## src/rtl/mux4_arb_pkg.sv

```systemverilog
// Shared types and helpers for the 4-input round-robin packet arbiter.
// Holds the requester count, select width, FSM state type and the
// rotating-priority search used in IDLE.
package mux4_arb_pkg;

    localparam int NREQ  = 4;
    localparam int SEL_W = 2;

    typedef enum logic {
        IDLE = 1'b0,
        BUSY = 1'b1
    } state_t;

    typedef struct packed {
        logic             found;
        logic [SEL_W-1:0] idx;
    } pick_t;

    // Rotating-priority search: ptr has the highest priority, then ptr+1, and so on.
    // The loop runs from the lowest priority up, so the last hit written is the winner.
    function automatic pick_t rr_pick(input logic [NREQ-1:0]  valid,
                                      input logic [SEL_W-1:0] ptr);
        pick_t            res;
        logic [SEL_W-1:0] cand;
        res = '0;
        for (int k = NREQ - 1; k >= 0; k--) begin
            cand = ptr + SEL_W'(k);
            if (valid[cand]) begin
                res.found = 1'b1;
                res.idx   = cand;
            end
        end
        return res;
    endfunction

endpackage

```

## src/rtl/mux4_word.sv

```systemverilog
// Combinational WIDTH-bit 4:1 word mux; word i sits at data[i*WIDTH +: WIDTH].
module mux4_word
    import mux4_arb_pkg::*;
#(
    parameter int WIDTH = 8
) (
    input  logic [NREQ*WIDTH-1:0] data,
    input  logic [SEL_W-1:0]      sel,
    output logic [WIDTH-1:0]      y
);

    // Select one requester word.
    always_comb begin
        y = '0;
        unique case (sel)
            2'd0: y = data[0*WIDTH +: WIDTH];
            2'd1: y = data[1*WIDTH +: WIDTH];
            2'd2: y = data[2*WIDTH +: WIDTH];
            2'd3: y = data[3*WIDTH +: WIDTH];
            default: y = '0;
        endcase
    end

endmodule

```

## src/rtl/mux4_rr_arbiter.sv

```systemverilog
// Round-robin arbiter sharing one valid/ready/last channel between 4 requesters.
// A grant is held for a whole packet; the beat path is a combinational
// pass-through of the granted requester.
// Optional build macro MUX4_RR_ARBITER_STATS_EN adds per-requester
// saturating win counters on port grant_cnt.
//
// state | meaning
// ------+---------------------------------------------------------------
// IDLE  | no grant held; outputs quiet; winner of rr_pick registered
// BUSY  | grant_sel owns the channel until its last beat is accepted
module mux4_rr_arbiter
    import mux4_arb_pkg::*;
#(
    parameter int WIDTH = 8
) (
    input  logic                  clk,
    input  logic                  rst,
    input  logic [NREQ-1:0]       req_valid,
    input  logic [NREQ*WIDTH-1:0] req_data,
    input  logic [NREQ-1:0]       req_last,
    output logic [NREQ-1:0]       req_ready,
    output logic                  out_valid,
    output logic [WIDTH-1:0]      out_data,
    output logic                  out_last,
    input  logic                  out_ready,
    output logic [SEL_W-1:0]      grant_sel,
`ifdef MUX4_RR_ARBITER_STATS_EN
    output logic [NREQ*16-1:0]    grant_cnt,
`endif
    output logic                  busy
);

    state_t           state;
    logic [SEL_W-1:0] ptr;
    pick_t            pick;
    logic [WIDTH-1:0] mux_y;
    logic             xfer;

    assign pick = rr_pick(req_valid, ptr);
    assign xfer = out_valid & out_ready;

    mux4_word #(.WIDTH(WIDTH)) u_data_mux (
        .data (req_data),
        .sel  (grant_sel),
        .y    (mux_y)
    );

    // Granted requester passes straight through while BUSY; everything is quiet in IDLE.
    always_comb begin
        out_valid = 1'b0;
        out_last  = 1'b0;
        out_data  = '0;
        req_ready = '0;
        busy      = (state == BUSY);
        if (state == BUSY) begin
            out_valid            = req_valid[grant_sel];
            out_last             = req_last[grant_sel];
            out_data             = mux_y;
            req_ready[grant_sel] = out_ready;
        end
    end

    // Arbitration FSM: latch a winner in IDLE, release after the last beat transfers.
    always_ff @(posedge clk) begin
        if (rst) begin
            state     <= IDLE;
            ptr       <= '0;
            grant_sel <= '0;
        end else begin
            unique case (state)
                IDLE: begin
                    if (pick.found) begin
                        grant_sel <= pick.idx;
                        state     <= BUSY;
                    end
                end
                BUSY: begin
                    // Priority rotates to the requester after the one just served; 2-bit wrap.
                    if (xfer && out_last) begin
                        ptr   <= grant_sel + SEL_W'(1);
                        state <= IDLE;
                    end
                end
                default: state <= IDLE;
            endcase
        end
    end

`ifdef MUX4_RR_ARBITER_STATS_EN
    // Count arbitration wins per requester, saturating at all-ones.
    always_ff @(posedge clk) begin
        if (rst) begin
            grant_cnt <= '0;
        end else if (state == IDLE && pick.found) begin
            for (int i = 0; i < NREQ; i++) begin
                if (pick.idx == SEL_W'(i) && grant_cnt[i*16 +: 16] != 16'hFFFF) begin
                    grant_cnt[i*16 +: 16] <= grant_cnt[i*16 +: 16] + 16'd1;
                end
            end
        end
    end
`endif

endmodule

```

## config.mk

```make
export PLATFORM = sky130hd
export DESIGN_NAME = mux4_rr_arbiter
export DESIGN_NICKNAME = d
export VERILOG_FILES = /design/src/rtl/mux4_arb_pkg.sv /design/src/rtl/mux4_word.sv /design/src/rtl/mux4_rr_arbiter.sv
export SDC_FILE = /design/constraint.sdc
export NUM_CORES = 1
export LEC_CHECK = 0
export BUFFER_PORTS_ARGS = -buffer_cell sky130_fd_sc_hd__buf_2
export CAP_MARGIN = 15
export CORE_MARGIN = 8
export CORE_UTILIZATION = 32
export CTS_CLUSTER_DIAMETER = 150
export DETAILED_ROUTE_END_ITERATION = 8
export GPL_TIMING_DRIVEN = 0
export HOLD_SLACK_MARGIN = 0.06
export PLACE_DENSITY = 0.79
export SLEW_MARGIN = 20
export SYNTH_ARGS = -nofsm -noshare
export SYNTH_HDL_FRONTEND = slang
export SYNTH_SLANG_ARGS = --single-unit
export TNS_END_PERCENT = 100
```

## constraint.sdc

```tcl
create_clock -name clk -period 1.44 [get_ports clk]
set_input_delay 0.072 -clock clk [delete_from_list [all_inputs] [get_ports clk]]
set_output_delay 0.072 -clock clk [all_outputs]
set_load 0.02 [all_outputs]
```

==> results.md <==
- Outcome: complete, but fails checks
- Failing checks: negative setup slack
- HPWL Detailed: between 2000 and 2500 um
- Clk sinks: 5
- CP Max Fanout: 4
- CTS H-tree depth: 1
- Synth area leader: dfxtp_1
- DR vias: roughly 970
- Yosys reg bits: 5
- Fmax achieved: between 500 and 600 MHz
- Slew HR: ~70%
- CTS max path bufs: 2
- Placed standard-cell area: 987 um^2
- Crit Path Class: flip-flop to output pin
- CTS Buf Count: 3
- Top cells by area, synth: dfxtp_1, a222oi_1, and2_1, ha_1, mux4_2
- CTS tree: yes
- Most frequent cells in the layout: buf_2, and2_4, buf_6
- Share of cells above drive strength 1: roughly 61%
- Wire per inst: between 15 and 20 um
- Starting DRT DRC Count: 56
- Yosys cell types: 20
- Post-layout min period: ~1.7 ns
- Post-Synth XOR/XNOR Area: 0%
- Critical Path RT: 1.37 ns
- Die Width: just over 60 um
- Initial antenna violation count: 0
- Residual DRC: 0
- Post-route cell area: around 1200 um^2
- Core area: around 1900 um^2
- Area of the die: approximately 3600 um^2
- Leakage: approximately 0.63 nW
- Fin util: between 60% and 70%
- Port bufs: 59
- Synth Instances: 84
- Global-route wire length before repair: 4200 um
- RSZ-0062 raised after global routing: true
- Final setup violation count: 13
- Diode count: 0
- Final Skew: 0.00759 ns
- Crit path DAT: 1.65 ns
- Final Instance Count excl. Fillers: between 150 and 200
- Final WS setup: -0.283 ns
- Initial core utilization: between 30% and 40%
- Top cell type's share of synthesized area: about 16%
- TNS Setup: -2.38 ns
- Die Y: 60.3 um
- GRT Util Overall: between 10% and 20%
- Area Overhead vs Synth: 94.6%
- # Max-Cap Violations: 0
- Simple logic cell fraction of the synthesized area: between 20% and 30%
- Final Hold Vio Count: 0
- Pre-Repair DR Iteration Count: 5
- Routed Wire Length: ~2700 um
- Synth Area in Compound Gates: roughly 31%
- Final Max Tran Viols: 0
- PwrDens: 593 nW/um^2
- Mean number of vias per cell: about 5.3
- GRT Residual Overflow: 0
- Vias in the first global route: 932
- Largest net degree at the start of global routing: 11
- Synthesized area: roughly 630 um^2
- Routability-driven placement congestion ratio: 0.832
- Peak supply drop: around 480 uV
- Placed Cells: 170
- Worst setup EP type: output pin
- YS warnings: 0
- Adder-Cell Fraction of Synth Area: about 9.9%
- Root Driver: clkbuf_4
- Mux cell area share after synthesis: between 10 and 15%
- Largest family of logic cells by synthesized area: compound AO/OA/AOI/OAI gates
- Type of origin of the critical path: flip-flop
- Commonest non-fill, non-tap cell in the layout: buf_2
- Syn Nets: roughly 130
- Core Rows: 16
- Worst Max-Slew Pin Slew: between 0.4 and 0.5 ns
- Layout fillers: ~170
- Clock transition at path regs: around 0.050 ns
- Clock Latency Late Sink: 0.25 ns
- Min-Delay Path Class: input port to flip-flop
- Tcrit/Tclk final: 120%
- Final ANT Viol Nets: 0
- Nets: ~200
- Mean Syn Cell Area: roughly 7.5 um^2
- Post-synthesis sequential area ratio: ~16%
- I/O pin count: 60
sequential cells by signal, indices dropped and copies added, names as in the netlist:
name       flops
ptr            2
busy           1
grant_sel      2
per-layer routing:
layer,vias up,routed length (um),track usage (%)
li1,457,-,-
met1,433,1030,15.1
met2,71,1210,25.2
met3,5,486,7.84
met4,0,12,4.08
met5,-,0,0
final timing paths:
path / startpoint / endpoint / slack (ns) / cells past startpoint
setup / recovery: grant_sel[0] / out_last / -0.28 / 5
hold / removal: out_ready / busy / 0.24 / 4
setup reg to reg: grant_sel[0] / ptr[0] / -0.22 / 7
hold reg to reg: ptr[0] / ptr[0] / 0.58 / 2
what timing repair did:
| item | CTS | global route |
|---|---|---|
| endpoints found under the hold margin | 5 | 0 |
| hold buffers | 1 | 0 |
| endpoints found under the setup margin | 13 | 17 |
| setup buffers | 6 | 3 |
| gates resized for setup | 30 | 7 |
| pin swaps | 10 | 8 |
cell families (layout without fill, tap and decap cells):
kind of cell	after synthesis	count (layout)
simple gates	30	30
compound gates	27	27
buf+inv	13	83
fa+ha+maj	5	5
flops	5	5
mux	4	4
through the flow:
stage	hold WS, ns	worst slack [ns]	total power [mW]
floorplan	0.131	0.0161	0.341
global placement	0.283	-0.204	0.458
detailed placement	0.290	-0.226	0.465
CTS	0.235	-0.202	0.707
global route	0.265	-0.343	0.777
finish	0.239	-0.283	0.726
synth_stat cells:
library cell / number
and2_1: 10
a222oi_1: 8
nand2_1: 8
o21ai_1: 8
inv_1: 7
clkbuf_1: 6
dfxtp_1: 5
ha_1: 5
nor2_1: 5
a21oi_1: 4
and3_1: 4
o221ai_1: 3
mux2i_1: 2
mux4_2: 2
o21ai_0: 2
a211o_1: 1
a21o_1: 1
nand4_2: 1
nor3_1: 1
nor4_1: 1
power by group:
| group | leakage [nW] | internal [mW] | total (mW) | switching, mW |
|---|---|---|---|---|
| registers | 0.0424 | 0.146 | 0.158 | 0.0124 |
| clock network | 0.0150 | 0.105 | 0.166 | 0.0610 |
| logic | 0.571 | 0.213 | 0.402 | 0.189 |
area by class of cell:
cell class | count | area (um^2) | share of cell area (%)
repair buffers | 69 | 448 | 36.6
clock buffers | 4 | 26.3 | 2.15
multi-input cells | 66 | 564 | 46.1
plain buffers | 3 | 16.3 | 1.33
flip-flops and latches | 5 | 108 | 8.78
well taps | 27 | 33.8 | 2.76
inverters | 7 | 28.8 | 2.35
worst max-delay path: stages (launching register included):
cell	delay, ns
dfxtp_4	0.38
buf_4	0.13
buf_12	0.09
mux4_2	0.51
and2_4	0.18
buf_6	0.12
Power figures use the tool's default switching activity.
